File: config.mk
export PLATFORM = sky130hd
export DESIGN_NAME = allele_pair_collector
export DESIGN_NICKNAME = d
export VERILOG_FILES = /design/src/rtl/allele_pkg.sv /design/src/rtl/allele_char_decode.sv /design/src/rtl/allele_pair_collector.sv
export SDC_FILE = /design/constraint.sdc
export NUM_CORES = 1
export LEC_CHECK = 0
export ABC_CLOCK_PERIOD_IN_PS = 2000
export CAP_MARGIN = 10
export CORE_MARGIN = 4
export CORE_UTILIZATION = 35
export DETAILED_ROUTE_END_ITERATION = 7
export PLACE_DENSITY = 0.71
export RECOVER_POWER = 100
export SLEW_MARGIN = 20
export SYNTH_ARGS = -nofsm -noshare
export SYNTH_HDL_FRONTEND = slang
export SYNTH_SLANG_ARGS = --single-unit
export TNS_END_PERCENT = 5
File: constraint.sdc
create_clock -name clk -period 2 [get_ports clk]
set_clock_uncertainty 0.05 [all_clocks]
set_input_delay 0.4 -clock clk [delete_from_list [all_inputs] [get_ports clk]]
set_output_delay 0.4 -clock clk [all_outputs]
set_load 0.05 [all_outputs]
File: src/rtl/allele_pkg.sv
// -----------------------------------------------------------------------------
// allele_pkg
// Shared definitions for the text-driven genetics front end:
//   - ASCII constants used by the line parser
//   - FSM state encoding of the allele pair collector
//   - character class encoding produced by allele_char_decode
// -----------------------------------------------------------------------------
package allele_pkg;

    localparam logic [7:0] CHR_A   = 8'h41;  // 'A'
    localparam logic [7:0] CHR_B   = 8'h42;  // 'B'
    localparam logic [7:0] CHR_O   = 8'h4F;  // 'O'
    localparam logic [7:0] CHR_SP  = 8'h20;  // ' '
    localparam logic [7:0] CHR_CR  = 8'h0D;  // carriage return
    localparam logic [7:0] CHR_LF  = 8'h0A;  // line feed
    localparam logic [7:0] CHR_UNK = 8'h3F;  // '?', shown before any pair is parsed

    // Lowercase counterparts of the allele letters.
    localparam logic [7:0] CHR_LA  = 8'h61;  // 'a'
    localparam logic [7:0] CHR_LB  = 8'h62;  // 'b'
    localparam logic [7:0] CHR_LO  = 8'h6F;  // 'o'

    typedef enum logic [2:0] {
        WAIT_M   = 3'd0,  // expecting the mother allele
        WAIT_F   = 3'd1,  // expecting the father allele
        WAIT_EOL = 3'd2,  // pair complete, expecting the line terminator
        SKIP     = 3'd3,  // rejected line, discarding up to the terminator
        HOLD     = 3'd4   // pair presented downstream, input stalled
    } state_t;

    typedef enum logic [1:0] {
        CLS_ALLELE = 2'd0,
        CLS_SPACE  = 2'd1,
        CLS_EOL    = 2'd2,
        CLS_OTHER  = 2'd3
    } char_cls_t;

endpackage : allele_pkg

File: src/rtl/allele_char_decode.sv
// -----------------------------------------------------------------------------
// allele_char_decode
// Purely combinational classifier for one ASCII character.
//
// Ports:
//   i_char   in   8  ASCII character
//   o_cls    out  2  character class (allele / space / eol / other)
//   o_allele out  8  uppercase allele letter when o_cls is CLS_ALLELE,
//                    CHR_UNK otherwise
// -----------------------------------------------------------------------------
module allele_char_decode
    import allele_pkg::*;
(
    input  logic [7:0] i_char,
    output char_cls_t  o_cls,
    output logic [7:0] o_allele
);

    always_comb begin
        o_cls    = CLS_OTHER;
        o_allele = CHR_UNK;
        case (i_char)
            CHR_A, CHR_LA: begin
                o_cls    = CLS_ALLELE;
                o_allele = CHR_A;
            end
            CHR_B, CHR_LB: begin
                o_cls    = CLS_ALLELE;
                o_allele = CHR_B;
            end
            CHR_O, CHR_LO: begin
                o_cls    = CLS_ALLELE;
                o_allele = CHR_O;
            end
            CHR_SP: begin
                o_cls = CLS_SPACE;
            end
            CHR_CR, CHR_LF: begin
                o_cls = CLS_EOL;
            end
            default: begin
                o_cls    = CLS_OTHER;
                o_allele = CHR_UNK;
            end
        endcase
    end

endmodule : allele_char_decode

File: src/rtl/allele_pair_collector.sv
// -----------------------------------------------------------------------------
// allele_pair_collector
// Parses an ASCII stream of lines "<mother><father><EOL>" into a registered
// allele pair for the phenotype decoder. Malformed lines are dropped and
// counted; well-formed pairs are held until the downstream accepts them.
//
// Ports:
//   clk         in   1      system clock
//   rst_n       in   1      asynchronous active-low reset
//   in_char     in   8      ASCII character from upstream
//   in_valid    in   1      in_char valid
//   in_ready    out  1      character accepted this cycle (low only in HOLD)
//   allelm      out  8      mother allele, uppercase ASCII
//   allelf      out  8      father allele, uppercase ASCII
//   out_valid   out  1      allelm/allelf hold a complete pair
//   out_ready   in   1      downstream consumes the pair
//   err_pulse   out  1      one-cycle pulse per rejected line
//   pair_count  out  CNT_W  pairs delivered, saturating
//   err_count   out  CNT_W  lines rejected, saturating
// -----------------------------------------------------------------------------
module allele_pair_collector
    import allele_pkg::*;
#(
    parameter int CNT_W = 8
) (
    input  logic             clk,
    input  logic             rst_n,
    input  logic [7:0]       in_char,
    input  logic             in_valid,
    output logic             in_ready,
    output logic [7:0]       allelm,
    output logic [7:0]       allelf,
    output logic             out_valid,
    input  logic             out_ready,
    output logic             err_pulse,
    output logic [CNT_W-1:0] pair_count,
    output logic [CNT_W-1:0] err_count
);

    localparam logic [CNT_W-1:0] CNT_ONE = {{(CNT_W-1){1'b0}}, 1'b1};

    // Counter increment that sticks at all-ones instead of wrapping.
    function automatic logic [CNT_W-1:0] sat_inc(input logic [CNT_W-1:0] v);
        return (&v) ? v : (v + CNT_ONE);
    endfunction

    state_t           r_state;
    state_t           w_state_nxt;
    logic [7:0]       r_allelm;
    logic [7:0]       r_allelf;
    logic             r_out_valid;
    logic             r_err_pulse;
    logic [CNT_W-1:0] r_pair_count;
    logic [CNT_W-1:0] r_err_count;

    char_cls_t        w_cls;
    logic [7:0]       w_allele;
    logic             w_in_ready;
    logic             w_acc;
    logic             w_store_m;
    logic             w_store_f;
    logic             w_err;
    logic             w_release;

    allele_char_decode u_decode (
        .i_char   (in_char),
        .o_cls    (w_cls),
        .o_allele (w_allele)
    );

    // Input is stalled only while a pair waits for the downstream.
    assign w_in_ready = (r_state != HOLD);
    assign w_acc      = in_valid && w_in_ready;

    always_comb begin
        w_state_nxt = r_state;
        w_store_m   = 1'b0;
        w_store_f   = 1'b0;
        w_err       = 1'b0;
        w_release   = 1'b0;
        case (r_state)
            WAIT_M: begin
                if (w_acc) begin
                    case (w_cls)
                        CLS_ALLELE: begin
                            w_store_m   = 1'b1;
                            w_state_nxt = WAIT_F;
                        end
                        CLS_OTHER: begin
                            w_err       = 1'b1;
                            w_state_nxt = SKIP;
                        end
                        // Spaces, blank lines and the LF of a CRLF pair.
                        default: w_state_nxt = WAIT_M;
                    endcase
                end
            end
            WAIT_F: begin
                if (w_acc) begin
                    case (w_cls)
                        CLS_ALLELE: begin
                            w_store_f   = 1'b1;
                            w_state_nxt = WAIT_EOL;
                        end
                        // The terminator already ended the short line, so
                        // there is nothing left to skip.
                        CLS_EOL: begin
                            w_err       = 1'b1;
                            w_state_nxt = WAIT_M;
                        end
                        CLS_OTHER: begin
                            w_err       = 1'b1;
                            w_state_nxt = SKIP;
                        end
                        default: w_state_nxt = WAIT_F;
                    endcase
                end
            end
            WAIT_EOL: begin
                if (w_acc) begin
                    case (w_cls)
                        CLS_EOL:   w_state_nxt = HOLD;
                        CLS_SPACE: w_state_nxt = WAIT_EOL;
                        // A third allele or any stray character.
                        default: begin
                            w_err       = 1'b1;
                            w_state_nxt = SKIP;
                        end
                    endcase
                end
            end
            SKIP: begin
                if (w_acc && (w_cls == CLS_EOL)) begin
                    w_state_nxt = WAIT_M;
                end
            end
            HOLD: begin
                if (out_ready) begin
                    w_release   = 1'b1;
                    w_state_nxt = WAIT_M;
                end
            end
            default: w_state_nxt = WAIT_M;
        endcase
    end

    always_ff @(posedge clk or negedge rst_n) begin
        if (!rst_n) begin
            r_state      <= WAIT_M;
            r_allelm     <= CHR_UNK;
            r_allelf     <= CHR_UNK;
            r_out_valid  <= 1'b0;
            r_err_pulse  <= 1'b0;
            r_pair_count <= '0;
            r_err_count  <= '0;
        end else begin
            r_state     <= w_state_nxt;
            // out_valid mirrors HOLD as a register so it is glitch-free.
            r_out_valid <= (w_state_nxt == HOLD);
            r_err_pulse <= w_err;
            if (w_store_m) begin
                r_allelm <= w_allele;
            end
            if (w_store_f) begin
                r_allelf <= w_allele;
            end
            if (w_err) begin
                r_err_count <= sat_inc(r_err_count);
            end
            if (w_release) begin
                r_pair_count <= sat_inc(r_pair_count);
            end
        end
    end

    assign in_ready   = w_in_ready;
    assign allelm     = r_allelm;
    assign allelf     = r_allelf;
    assign out_valid  = r_out_valid;
    assign err_pulse  = r_err_pulse;
    assign pair_count = r_pair_count;
    assign err_count  = r_err_count;

endmodule : allele_pair_collector
### Yosys cells after proc, flatten, opt, wreduce, memory -nomap -nowiden

Index checks and enable logic that the tools add are counted.

| storage, ports and cells | value |
|---|---|
| register bits | 37 |
| input port bits | 12 |
| output and inout bits | 35 |
| logic and storage cells | 68 |

| cells by class | value |
|---|---|
| add/sub/neg operators | 2 |
| equal/unequal tests | 18 |
| mux-type cells | 24 |
| bitwise operators | 2 |
| reductions and logical operators | 15 |

Operators with widths:

| cell | number |
|---|---|
| $eq A8 B7 Y1 const B | 6 |
| $pmux W7 S3 | 1 |
| $add A8 B1 Y8 const B | 2 |
| $eq A8 B4 Y1 const B | 2 |
| $reduce_and A8 Y1 | 2 |
| $mux W3 | 5 |
| $pmux W3 S5 | 1 |
| $mux W1 | 12 |
| $pmux W2 S3 | 2 |
| $reduce_or A2 Y1 | 6 |
| $eq A8 B6 Y1 const B | 1 |
| $eq A3 B2 Y1 const B | 2 |
| $eq A3 B3 Y1 const B | 2 |
| $pmux W3 S2 | 1 |
| $reduce_or A6 Y1 | 1 |
| $eq A2 B2 Y1 const B | 2 |
| $pmux W2 S2 | 1 |
| $reduce_and A2 Y1 | 2 |
| $eq A3 B1 Y1 const B | 1 |
| $logic_not A3 Y1 | 1 |
| $ne A3 B3 Y1 const B | 1 |
| $pmux W1 S3 | 1 |
| $eq A2 B1 Y1 const B | 1 |
| $logic_and A1 B1 Y1 | 2 |
| other kinds (2) | 3 |

### Longest topological paths before layout

| logic depth | value |
|---|---|
| depth in word-level cells | 9 |
| gate-level depth with buffers | 13 |
| gate-level depth less buffers | 13 |

### Cells and area by module

A second synthesis with hierarchy kept.

| second synthesis, totals | value |
|---|---|
| cells, all modules | 167 |
| area, all modules | 1,944.4 µm² |

By module, submodules not included:

| module | instances | cells each | area an instance (µm²) | seq. area each (µm²) |
|---|---|---|---|---|
| allele_pair_collector | 1 | 138 | 1,729.2 | 940.9 |
| allele_char_decode | 1 | 29 | 215.2 | 0.0 |

### Worst setup path after synthesis

Ideal clock, no wire load.

| timing path | value |
|---|---|
| kind | input port to flip-flop |
| start point | in in_char[4] |
| end point | reg r_err_count[1], in the netlist err_count[1] |
| setup time | 0.125 ns |
| data arrival time | 2.738 ns |
| required time | 1.825 ns |
| path slack | -0.913 ns |
| stages on the path | 12 |
| path buffers | 0 |
| cell sequence | nor3_1 -> o2111a_2 -> inv_2 -> ha_1 -> a21boi_0 -> inv_1 -> ha_1 -> nor3b_2 -> a211oi_2 -> o32ai_2 -> nor2_4 -> mux2_2 |

| on the way | value |
|---|---|
| longest elaborated chain between the ends | 9 |
| elaborated cells on any way between the ends | 25 |
| those cells by class | 12 x eq/ne; 8 x mux; 5 x reduce/logical |

Ends and longest elaborated chain:

| item | line | text |
|---|---|---|
| start: declaration | allele_pair_collector.sv:28 | `input logic [7:0] in_char,` |
| $eq A8 B7 Y1 or $eq A8 B4 Y1 (tied branches) | allele_char_decode.sv:22 | `case (i_char)` |
| $reduce_or A6 Y1 (no source line) or $reduce_or A2 Y1 (tied branches) | - |  |
| $pmux W2 S3 * | allele_char_decode.sv:22 |  |
| $eq A2 B2 Y1 (tied with other cells) | allele_pair_collector.sv:100, allele_pair_collector.sv:121 |  |
| $reduce_or A2 Y1 (no source line) | - |  |
| $mux W1 (on tied branches) | allele_pair_collector.sv:121, allele_pair_collector.sv:100 |  |
| $mux W1 (on tied branches) | allele_pair_collector.sv:120, allele_pair_collector.sv:99 |  |
| $pmux W1 S3 * | allele_pair_collector.sv:81 | `case (r_state)` |
| $reduce_and A2 Y1 (no source line) * | - |  |
| end signal: assignment | allele_pair_collector.sv:168 | `r_err_count <= sat_inc(r_err_count);` |
| end: declaration | allele_pair_collector.sv:54 | `logic [CNT_W-1:0] r_err_count;` |

Mark *: on every way between the ends. The rest lies on a longest branch, timed or not.
A chain may end at the register's enable or synchronous reset.

### Worst setup path after layout

| timing path | value |
|---|---|
| start point | in in_char[1] |
| end point | reg r_err_count[3], in the netlist err_count[3] |

The elaborated chain is that of the path after synthesis.

==> qor.yml <==
r2r_end: "err_count[3]"
clock.fmax_ghz: 0.405
drive_gt1_frac: 0.458
grt_pass1_vias: 1528
synth_edf_count: 0
max-cap-violations: 0
synthArstFlopShare: 1.00
syn_area_um2: 1720
fin_cells: 320
rr_worst_depth: 7
initial_core_util: 0.362
coreArea_um2: 4750
clkSlewWorstSetupHoldPaths_ns: 0.06
die_area_um2: 6100
antenna_found_initial: 0
yosysMostFrequentCell: "dfrtp_1"
critPathKind: "primary input to register"
pin_count: 47
powerDensity_nw_per_um2: 859
dr_total_vias: 1510
cts_sinks: 31
relSlewSlack: 0.490
gp_congestion: 0.773
cp.required_ns: 2.11
grt_pass1_wl_um: 6700
die_h_um: 78.1
syn-instance-count: 170
nNetsFinal: 270
ant_nets: 0
max-clock-path-buffers: 2
grt_max_degree: 32
setup_viol: 17
htreeDepth: 2
port_buffers: 44
r2r_setup_slack_ns: 0.09
finalMaxSlewViolations: 0
max-vdd-ir-drop_mv: 0.686
crit_path_start_kind: "primary input"
hold_viol_final: 0
synth_commonest_cells: "dfrtp_1, nor2_1, nand2_1"
seq_area_frac_synth: 0.457
grt_overflow: 0
period_minus_slack_ns: 2.47
crit_fanout: 6
core.rowCount: 25
end_kind: "register"
hold_depth: 2
insertion_delay_ns: 0.28
synth-seq-cells: 31
cts_root_buffer: "clkbuf_8"
hold_end: "allelm[3]"
violations: "setup timing"
arrival_ns: 2.58
hpwlAfterDp_um: 2830
cts_tree: "yes"
fin_crit_sh: 1.23
dr.pass1.iters: 4
final.setup.worst_slack_ns: -0.468
wire_per_inst_um: 12.4
yosysUniqueCellTypes: 43
rsz0062_at_grt: "true"
routed_wl_um: 3960
syn_to_final_growth_pct: 52.6
synth_flop_cell: "dfrtp_1"
min_path_type: "register to register"
placed_cells: 301
avgSynthCellArea_um2: 10.1
first_iter_violations: 30
fp.dieW_um: 78.1
grt_use_total: 0.137
rr_startpoint: "r_state[2]"
worst_pin_slew_ns: 0.765
antenna_cells: 0
via_per_inst: 4.72
cts_hold_buf: 0
synth.top_cell.area_share: 0.335
hp-start: "allelm[3]"
p_leak_uw: 0.00126
synth_area_leaders: "dfrtp_1, dfstp_2, nor2_1"
status: "finished with violations"
numCtsBuffers: 5
yosysWarnings: 0
drc: 0
synth_top_area_cell: "dfrtp_1"
timing.hold.ws_ns: 0.421
==> report_power, final <==
group	internal, µW	switching [µW]
clock	277	226
sequential	707	110
combinational	408	523
total	1390	860
==> registers in the layout, indices dropped and copies added, names as in the netlist <==
name,cells
allelf,5
allelm,5
err_count,8
err_pulse,1
out_valid,1
pair_count,8
r_state,3
==> logic make-up after synthesis <==
logic type / count (synthesis) / share of synthesized area
buffers and inverters: 17 / 0.0633
multiplexers: 4 / 0.0255
XOR/XNOR: 15 / 0.0764
other: 1 / 0.00218
AND/OR/NAND/NOR: 73 / 0.228
flip-flops: 31 / 0.457
adder cells (fa/ha/maj): 6 / 0.0437
AO/OA/AOI/OAI: 23 / 0.104
==> cell usage in the layout, fill, tap and decap left out, types with 7 or more instances in the layout <==
master,netlist,routed
inv_1,7,7
nor2_1,22,17
dfstp_2,8,8
nand3_1,8,7
buf_4,6,54
xor2_1,9,8
clkdlybuf4s50_1,0,7
dfrtp_1,23,23
buf_6,3,7
nand2_1,20,18
clkbuf_1,0,8
==> metal layers <==
layer	vias up	part of all wire	routed length [µm]	GRT usage
met2	38	0.51	2000	0.241
met3	11	0.046	181	0.0378
met1	717	0.43	1700	0.162
li1	744	-	-	-
met5	-	0	0	0
met4	0	0.019	75	0.0420
==> layout make-up <==
| cell class | count | area [µm²] |
|---|---|---|
| clock inverters | 1 | 5.00 |
| fillers | 428 | 2130 |
| inverters | 8 | 30.0 |
| flip-flops and latches | 31 | 786 |
| clock buffers | 7 | 86.3 |
| multi-input cells | 123 | 968 |
| well taps | 67 | 83.8 |
| repair buffers | 83 | 664 |
==> metrics by stage <==
stage	setup WS [ns]	util	setup TNS (ns)	total power, µW	area [µm²]
6_report	-0.468	0.552	-3.74	2250	2620
5_1_grt	-0.543	0.552	-5.69	2370	2620
4_1_cts	-0.504	0.533	-3.88	2210	2530
3_5_place_dp	-1.17	0.495	-18.77	1640	2350
3_3_place_gp	-1.12	0.495	-18.20	1630	2350
2_1_floorplan	-0.556	-	-4.40	1370	1760
==> critical path, cell delays in order <==
cell and delay, ns:
buf_6 0.10, buf_4 0.13, nor2_1 0.11, nand4_1 0.18, ha_4 0.23, a21boi_4 0.15, inv_1 0.06, ha_2 0.19
buf_4 0.13, a211oi_2 0.23, o32ai_2 0.14, nor2_4 0.23, buf_6 0.15, nor2_4 0.03, xor2_1 0.14
==> how the worst max path moves through the flow <==
stage | start | end | slack (ns)
global placement | in_char[1] | err_count[1] | -1.12
global route | in_char[1] | err_count[3] | -0.54
floorplan | in_char[1] | err_count[1] | -0.56
detailed placement | in_char[1] | err_count[1] | -1.17
finish | in_char[1] | err_count[3] | -0.47
CTS | in_char[1] | err_count[1] | -0.50
==> timing repair <==
item                       in CTS  in global routing
buffers inserted                7                  4
pin swaps                      13                 11
setup endpoints to repair      22                 25
resized for setup              45                 23
No activity file was read; power rests on OpenSTA's default activity.
